File: config.mk
export PLATFORM = sky130hd
export DESIGN_NAME = spi_reg_ctrl
export DESIGN_NICKNAME = d
export VERILOG_FILES = /design/src/rtl/spi_reg_pkg.sv /design/src/rtl/spi_regfile.sv /design/src/rtl/spi_reg_ctrl.sv
export SDC_FILE = /design/constraint.sdc
export NUM_CORES = 1
export LEC_CHECK = 0
export CORE_AREA = 3 3 82 84
export CTS_CLUSTER_DIAMETER = 50
export DETAILED_ROUTE_END_ITERATION = 7
export DIE_AREA = 0 0 85 87
export PLACE_DENSITY_LB_ADDON = 0.2
export SYNTH_ARGS = -nofsm -noshare
export SYNTH_HDL_FRONTEND = slang
export SYNTH_SLANG_ARGS = --single-unit
export TNS_END_PERCENT = 50
File: constraint.sdc
create_clock -name clk_core -period 2 [get_ports clk_core]
set_input_delay 0.2 -clock clk_core [delete_from_list [all_inputs] [get_ports clk_core]]
set_output_delay 0.2 -clock clk_core [all_outputs]
set_load 0.05 [all_outputs]
File: src/rtl/spi_reg_pkg.sv
// rtl/spi_reg_pkg.sv - shared register map, FSM encoding and reset values for spi_reg_ctrl
package spi_reg_pkg;

  localparam logic [6:0] REG_VERSION   = 7'h00;
  localparam logic [6:0] REG_FORCE_BT  = 7'h01;
  localparam logic [6:0] REG_UART_INV  = 7'h02;
  localparam logic [6:0] REG_TELEM_SEL = 7'h03;
  localparam logic [6:0] REG_SCRATCH   = 7'h04;
  localparam logic [6:0] REG_STATUS    = 7'h05;

  typedef enum logic [1:0] {
    IDLE = 2'd0,
    CMD  = 2'd1,
    DATA = 2'd2
  } state_t;

  localparam logic [7:0] RST_BYTE  = 8'h00;
  localparam logic [6:0] RST_ADDR  = 7'h00;
  localparam logic       RST_FORCE = 1'b0;

endpackage

File: src/rtl/spi_regfile.sv
// rtl/spi_regfile.sv - FC configuration register storage, read mux, write decode and error counter
module spi_regfile
  import spi_reg_pkg::*;
#(
  parameter logic [7:0] FPGA_VER = 8'hC3
) (
  input  logic       clk_core,
  input  logic       reset,
  input  logic [6:0] rd_addr,
  output logic [7:0] rd_data,
  input  logic       wr_en,
  input  logic [6:0] wr_addr,
  input  logic [7:0] wr_data,
  input  logic       err_pulse,
  output logic       bootloader_force,
  output logic [7:0] uart_inverted,
  output logic [7:0] telemetry_con_sel,
  output logic [7:0] err_count
);

  logic [7:0] scratch;
  logic       wr_ok;
  logic       err_any;

  always_comb begin
    rd_data = RST_BYTE;
    case (rd_addr)
      REG_VERSION:   rd_data = FPGA_VER;
      REG_FORCE_BT:  rd_data = {7'b0, bootloader_force};
      REG_UART_INV:  rd_data = uart_inverted;
      REG_TELEM_SEL: rd_data = telemetry_con_sel;
      REG_SCRATCH:   rd_data = scratch;
      REG_STATUS:    rd_data = err_count;
      default:       rd_data = RST_BYTE;
    endcase
  end

  // Only 0x01..0x04 accept writes; RO and unmapped writes are counted as errors.
  assign wr_ok   = (wr_addr == REG_FORCE_BT) || (wr_addr == REG_UART_INV) ||
                   (wr_addr == REG_TELEM_SEL) || (wr_addr == REG_SCRATCH);
  assign err_any = err_pulse || (wr_en && !wr_ok);

  always_ff @(posedge clk_core) begin
    if (reset) begin
      bootloader_force  <= RST_FORCE;
      uart_inverted     <= RST_BYTE;
      telemetry_con_sel <= RST_BYTE;
      scratch           <= RST_BYTE;
      err_count         <= RST_BYTE;
    end else begin
      if (wr_en && wr_ok) begin
        case (wr_addr)
          REG_FORCE_BT:  bootloader_force  <= wr_data[0];
          REG_UART_INV:  uart_inverted     <= wr_data;
          REG_TELEM_SEL: telemetry_con_sel <= wr_data;
          REG_SCRATCH:   scratch           <= wr_data;
          default:       ;
        endcase
      end
      if (err_any && (err_count != 8'hFF)) begin
        err_count <= err_count + 8'd1;
      end
    end
  end

endmodule

File: src/rtl/spi_reg_ctrl.sv
// rtl/spi_reg_ctrl.sv - SPI byte-stream command sequencer with auto-incrementing register access
module spi_reg_ctrl
  import spi_reg_pkg::*;
#(
  parameter logic [7:0] FPGA_VER = 8'hC3,
  parameter int         NUM_REGS = 6
) (
  input  logic       clk_core,
  input  logic       reset,
  input  logic       transaction_begin,
  input  logic       rx_byte_available,
  input  logic [7:0] rx_byte,
  output logic [7:0] tx_byte,
  output logic       bootloader_force,
  output logic [7:0] uart_inverted,
  output logic [7:0] telemetry_con_sel,
  output logic       busy,
  output logic [7:0] err_count
);

  localparam logic [7:0] NUM_REGS_B = 8'(NUM_REGS);

  state_t     state, state_nxt;
  logic [1:0] rx_hist;
  logic       rx_evt, evt;
  logic [6:0] addr, rd_addr;
  logic       dir_wr;
  logic [7:0] rd_data;
  logic       rd_en, wr_en, rd_unmapped;

  always_ff @(posedge clk_core) begin
    if (reset) rx_hist <= 2'b00;
    else       rx_hist <= {rx_hist[0], rx_byte_available};
  end

  assign rx_evt = (rx_hist == 2'b01);
  // A new transaction always wins over a byte arriving in the same cycle.
  assign evt    = rx_evt && !transaction_begin;

  always_ff @(posedge clk_core) begin
    if (reset) state <= IDLE;
    else       state <= state_nxt;
  end

  always_comb begin
    state_nxt = state;
    if (transaction_begin)              state_nxt = CMD;
    else if (state == CMD && rx_evt)    state_nxt = DATA;
  end

  always_comb begin
    busy    = (state != IDLE);
    rd_en   = evt && (((state == CMD) && !rx_byte[7]) || ((state == DATA) && !dir_wr));
    wr_en   = evt && (state == DATA) && dir_wr;
    rd_addr = (state == CMD) ? rx_byte[6:0] : addr;
  end

  assign rd_unmapped = rd_en && ({1'b0, rd_addr} >= NUM_REGS_B);

  always_ff @(posedge clk_core) begin
    if (reset) begin
      addr    <= RST_ADDR;
      tx_byte <= RST_BYTE;
      dir_wr  <= 1'b0;
    end else if (transaction_begin) begin
      addr    <= RST_ADDR;
      tx_byte <= RST_BYTE;
    end else if (evt && state == CMD) begin
      dir_wr <= rx_byte[7];
      if (rx_byte[7]) begin
        addr <= rx_byte[6:0];
      end else begin
        addr    <= rx_byte[6:0] + 7'd1;
        tx_byte <= rd_data;
      end
    end else if (evt && state == DATA) begin
      addr <= addr + 7'd1;
      if (!dir_wr) tx_byte <= rd_data;
    end
  end

  spi_regfile #(
    .FPGA_VER(FPGA_VER)
  ) u_regfile (
    .clk_core          (clk_core),
    .reset             (reset),
    .rd_addr           (rd_addr),
    .rd_data           (rd_data),
    .wr_en             (wr_en),
    .wr_addr           (addr),
    .wr_data           (rx_byte),
    .err_pulse         (rd_unmapped),
    .bootloader_force  (bootloader_force),
    .uart_inverted     (uart_inverted),
    .telemetry_con_sel (telemetry_con_sel),
    .err_count         (err_count)
  );

endmodule

# Yosys cells after proc, flatten, opt, wreduce, memory -nomap -nowiden
# Index checks and enable logic that the tools add are counted.
# classes
n_bitwise	1
muxes	11
n_reduce_logical	32
eq_ne	15
magnitude_cmp	1
addsub	3
# op_table
operator	count
8-bit one-hot mux with 6 select lines	1
8-bit two-way mux	4
7-bit by 2-bit equality test with 1-bit output (second input constant)	4
7-bit two-way mux	4
7-bit by 3-bit equality test with 1-bit output (second input constant)	3
7-bit by 1-bit adder with 7-bit output (second input constant)	2
7-bit by 1-bit equality test with 1-bit output (second input constant)	2
1-bit logical AND	12
2-bit AND reduction	5
8-bit by 1-bit adder with 8-bit output (second input constant)	1
8-bit != test (second input constant)	1
7-bit by 3-bit >= comparator with 1-bit output (second input constant)	1
7-bit zero test	1
2-bit nonzero test	3
1-bit logical OR	5
2-bit by 1-bit equality test with 1-bit output (second input constant)	2
1-bit zero test	4
3-bit AND reduction	1
2-bit equality test (second input constant)	1
1-bit two-way mux	2
2-bit by 1-bit != test with 1-bit output (second input constant)	1
2-bit != test (second input constant)	1
2-bit OR reduction	1
1-bit NOT	1
# totals
reg_bits	53
input_bits	12

# Logic depth before layout (Yosys ltp)
# Gate-level depths: netlist (run 1).
# logic_depth
word_depth	8
ltp_mapped	10

# By module
# A second synthesis (run 1) with hierarchy kept.
# unflattened
hier_cells	345
hier_area_um2	2914.0
# modules_own_cells
module	cells_each	instances	area_per_inst_um2	seq_area_each_um2
spi_regfile	185	1	1652.8	660.6
spi_reg_ctrl	160	1	1261.2	400.4

# Least setup slack after synthesis (run 1)
# No wires, ideal clock.
# synth_timing
path_type	register to register
start	register addr[0]
end	register u_regfile.err_count[4]
period_less_slack_ps	2043
slack_ps	-43
setup_time_ps	70
path_stages_with_launch	10
n_path_buf	1
arrival_time_ps	1973
cell_sequence	dfxtp_1 > inv_1 > ha_1 > clkbuf_1 > nor3_1 > o21ai_0 > nand2_1 > a32oi_2 > or4_1 > a21oi_1
# synth_via
elab_chain_len	8
word_cells_on_any_way	14
classes_between	1 x order compare; 4 x eq/ne; 1 x mux; 8 x reduce/logical
# synth_lines
item	line	rtl
start, declared	spi_reg_ctrl.sv:26	logic [6:0] addr, rd_addr;
start signal, assigned	spi_reg_ctrl.sv:71	addr <= rx_byte[6:0];
start signal, assigned	spi_reg_ctrl.sv:73	addr <= rx_byte[6:0] + 7'd1;
start signal, assigned	spi_reg_ctrl.sv:77	addr <= addr + 7'd1;
branches (longest 6 deep; another with 7-bit by 3-bit >= comparator with 1-bit output)	n/a	
1-bit logical OR *	spi_regfile.sv:41	assign err_any = err_pulse || (wr_en && !wr_ok);
1-bit logical AND *	spi_regfile.sv:60	if (err_any && (err_count != 8'hFF)) begin
end signal, assigned	spi_regfile.sv:61	err_count <= err_count + 8'd1;
end, declared	spi_regfile.sv:18	output logic [7:0] err_count
# Every way passes the cells marked *.
# A chain may end at the register's enable or synchronous reset.

# Worst setup path after layout (run 1)
# layout_timing
start	register state[0]
end	register tx_byte[2]
# layout_via
elab_chain_len	7
word_cells_on_any_way	20
classes_between	9 x eq/ne; 6 x mux; 5 x reduce/logical
# layout_lines
item	line	rtl
start, declared	spi_reg_ctrl.sv:23	state_t state, state_nxt;
start signal, assigned	spi_reg_ctrl.sv:42	else state <= state_nxt;
2-bit by 1-bit equality test with 1-bit output	spi_reg_ctrl.sv:55, spi_reg_ctrl.sv:68	
7-bit two-way mux	spi_reg_ctrl.sv:55	rd_addr = (state == CMD) ? rx_byte[6:0] : addr;
7-bit by 3-bit equality test with 1-bit output (tied with other cells)	spi_regfile.sv:27	case (rd_addr)
8-bit one-hot mux with 6 select lines	spi_regfile.sv:27	
8-bit two-way mux	spi_reg_ctrl.sv:78	if (!dir_wr) tx_byte <= rd_data;
8-bit two-way mux	spi_reg_ctrl.sv:76	end else if (evt && state == DATA) begin
8-bit two-way mux	spi_reg_ctrl.sv:68	end else if (evt && state == CMD) begin
end signal, assigned	spi_reg_ctrl.sv:74	tx_byte <= rd_data;
end signal, assigned	spi_reg_ctrl.sv:78	
end, declared	spi_reg_ctrl.sv:13	output logic [7:0] tx_byte,
# Parallel ways exist; a longest one is shown, timed or not. The select of a mux whose other input is x is not followed.

==> impl_metrics.env, run 1 <==
export IMPL_row_count=28
export IMPL_synth_seq_cells=53
export IMPL_worstSetupStartpointType="flip-flop"
export IMPL_intPower_mw=1.57
export IMPL_path_clk_slew_ps=100
export IMPL_comb_power_share_pct=13.1
export IMPL_dp_worst_setup_slack_ps=-386
export IMPL_hold_viol=0
export IMPL_root_buffer="clkbuf_8"
export IMPL_sequentialPowerShare_pct=51.3
export IMPL_synth_seq_area_share_pct=39.1
export IMPL_ir_drop_uv=372
export IMPL_dp_hpwl_um=6220
export IMPL_relSlewSlack_pct=60.3
export IMPL_drc=0
export IMPL_syn_cell_area_um2=2720
export IMPL_cp_slowest_stage_delay_ps=490
export IMPL_ys_types=52
export IMPL_met3_usage_pct=3.12
export IMPL_clkPwrFrac_pct=35.7
export IMPL_vias=2854
export IMPL_drtIter0Drc=223
export IMPL_synthTopCellsByCount="dfxtp_1 (53), nand2_1 (41), nand3_1 (27), nor2_1 (27), a21oi_1 (25)"
export IMPL_place_inst=480
export IMPL_fin_crit_ps=2010
export IMPL_clock_skew_ps=10.3
export IMPL_setup_viol=4
export IMPL_die_w_um=85
export IMPL_drive_above_1_share_pct=27.7
export IMPL_drtPass1Iterations=5
export IMPL_ctsHoldBuffers=0
export IMPL_portBuffers=45
export IMPL_outcome="finished with violations"
export IMPL_synth_async_reset_ratio_pct=0
export IMPL_rsz0062_at_grt="true"
export IMPL_via_per_inst=5.74
export IMPL_yosys_area_top_type="dfxtp_1"
export IMPL_wl_um=8570
export IMPL_power_leakage_nw=1.49
export IMPL_met2_usage_pct=37.4
export IMPL_grt_use_total_pct=23.0
export IMPL_yosys_top_cells_area="dfxtp_1 (39%), nand2_1 (5.7%), nand3_1 (5.0%), a21oi_1 (4.6%), mux2i_1 (4.1%)"
export IMPL_cp_max_fo=4
export IMPL_crit_slowest_cell="or4b_4"
export IMPL_synth_most_common_cell="dfxtp_1"
export IMPL_violations="negative setup slack"
export IMPL_fin_cells=497
export IMPL_die_area_um2=7400
export IMPL_cts_tree="done"
export IMPL_worst_setup_path_end_kind="flip-flop"
export IMPL_place_congestion=0.889
export IMPL_grt_busiest_layer="met2"
export IMPL_synth_edf_count=0
export IMPL_antenna_cells=0
export IMPL_grt_pass1_vias=2730
export IMPL_crit_required_ps=2260
export IMPL_met1_usage_pct=31.8
export IMPL_syn_to_final_growth_pct=45.9
export IMPL_layout_nets=439
export IMPL_overflow=0
export IMPL_antenna_found_initial=0
export IMPL_cts_buffer_depth=2
export IMPL_drtAntennaViolNets=0
export IMPL_syn_num_nets=339
export IMPL_timing_final_crit_share_pct=101
export IMPL_hold_path_class="in -> reg"
export IMPL_fin_ws_ps=-13.1
export IMPL_switchingPower_uw=513
export IMPL_chipHeight_um=87
export IMPL_worst_pin_slew_ps=593
export IMPL_synthFlopType="dfxtp_1"
export IMPL_max_freq_mhz=497
export IMPL_cts_made_buffers=5
export IMPL_io_pins=46
export IMPL_start_util_pct=45.3
export IMPL_core_area_um2=5990
export IMPL_pwr_density_cell_nw_per_um2=524
export IMPL_grt_pass1_wl_um=13600
export IMPL_path_cells="or4b_4 > or3_4 > a211oi_4 > buf_4 > a22oi_2 > nand2_1 > a22o_1"
export IMPL_numClockSinks=53
export IMPL_cp_data_arrival_time_ps=2270
export IMPL_syn_area_per_cell_um2=8.46
export IMPL_max_cap_violations=0
export IMPL_critPathKind="reg -> reg"
export IMPL_insertion_delay_ps=310
export IMPL_slew_viol_final=0
export IMPL_netSwitchingFraction_pct=24.7
export IMPL_htree_levels=2
export IMPL_syn_instance_count=321
export IMPL_synth_top_area_share_pct=39.1
export IMPL_yosys_warnings=0
export IMPL_grt_max_degree=41
export IMPL_drt_wirelength_per_cell_um=17.2
## routing by layer
metal,up-vias,routed length (um)
li1,1372,-
met1,1347,3920
met2,118,3990
met3,17,503
met4,0,164
met5,-,0
## metrics by stage
stage | utilization, % | hold slack, ps | total power [mW] | instance area (um2) | TNS [ps]
after detailed placement | 60.3 | 467 | 1.33 | 3610 | -6500
final | 66.1 | 446 | 2.08 | 3960 | -24.3
after CTS | 64.6 | 443 | 2.07 | 3870 | -66.3
after global placement | 60.3 | 467 | 1.32 | 3610 | -6080
after global routing | 66.1 | 482 | 2.14 | 3960 | -598
after floorplan | - | 328 | 1.22 | 2720 | 0
## final timing paths
kind,slack [ps],cells after the start,end,start
max,-10,7,tx_byte[2],state[0]
max reg2reg,-10,7,tx_byte[2],state[0]
min reg2reg,490,2,u_regfile.uart_inverted[0],u_regfile.uart_inverted[0]
min,450,2,rx_hist[0],rx_byte_available
## cell usage in the layout (no fill, tap or decap), drive strengths merged, types with 5 or more instances in the layout
| master | n |
|---|---|
| nor3 | 8 |
| ha | 6 |
| a22oi | 8 |
| nand3 | 27 |
| nor2b | 5 |
| buf | 67 |
| o21ai | 7 |
| clkdlybuf4s50 | 41 |
| nor2 | 27 |
| inv | 7 |
| mux2i | 11 |
| nand2 | 41 |
| a21oi | 25 |
| clkbuf | 6 |
| a22o | 8 |
| xnor2 | 8 |
| a211oi | 8 |
| dfxtp | 53 |
## what timing repair did
action | in CTS | in global routing
setup buffers | 4 | 4
endpoints found under the setup margin | 17 | 32
gates resized for setup | 29 | 17
pin swaps | 9 | 12
cloned | 1 | 0
## area by class of cell
type | count | area [um2]
clock inverter | 2 | 38.8
inverter | 7 | 26.3
tap | 75 | 93.8
sequential | 53 | 1070
clock buffer | 6 | 72.6
timing repair buffer | 112 | 978
multi-input combinational | 242 | 1680
fill | 501 | 2030
## power groups by stage
stage               combinational (mW)  clock, mW  sequential (mW)
finish                           0.272      0.741             1.07
global route                     0.289      0.785             1.07
CTS                              0.253      0.747             1.06
detailed placement               0.235          0             1.09
global placement                 0.232          0             1.09
floorplan                        0.127          0             1.09
## flip-flops by register name (all words and copies together) (netlist names)
register	count
addr	7
dir_wr	1
rx_hist	2
state	2
tx_byte	8
u_regfile.bootloader_force	1
u_regfile.err_count	8
u_regfile.scratch	8
u_regfile.telemetry_con_sel	8
u_regfile.uart_inverted	8
## worst max-delay path, delay by kind of cell (launching register included)
family                 cells  cell delay (ps)
AND/OR/NAND/NOR            3              940
buffers and inverters      1              180
flip-flops                 1              390
AO/OA/AOI/OAI              3              450
## cells by family after synthesis
logic type               Yosys count  synth area share [%]
AND/OR/NAND/NOR                  133                  24.0
AO/OA/AOI/OAI                     80                  21.8
flip-flops                        53                  39.1
buffers and inverters             26                  4.19
multiplexers                      13                  4.88
XOR/XNOR                          10                  3.22
adder cells (fa/ha/maj)            6                  2.76
Power figures use the tool's default switching activity.
==> run 2: changes to the inputs <==
- SLEW_MARGIN: unset -> 0
==> results of run 2 <==
The final DEF is identical to that of run 1; final timing and power are the same.
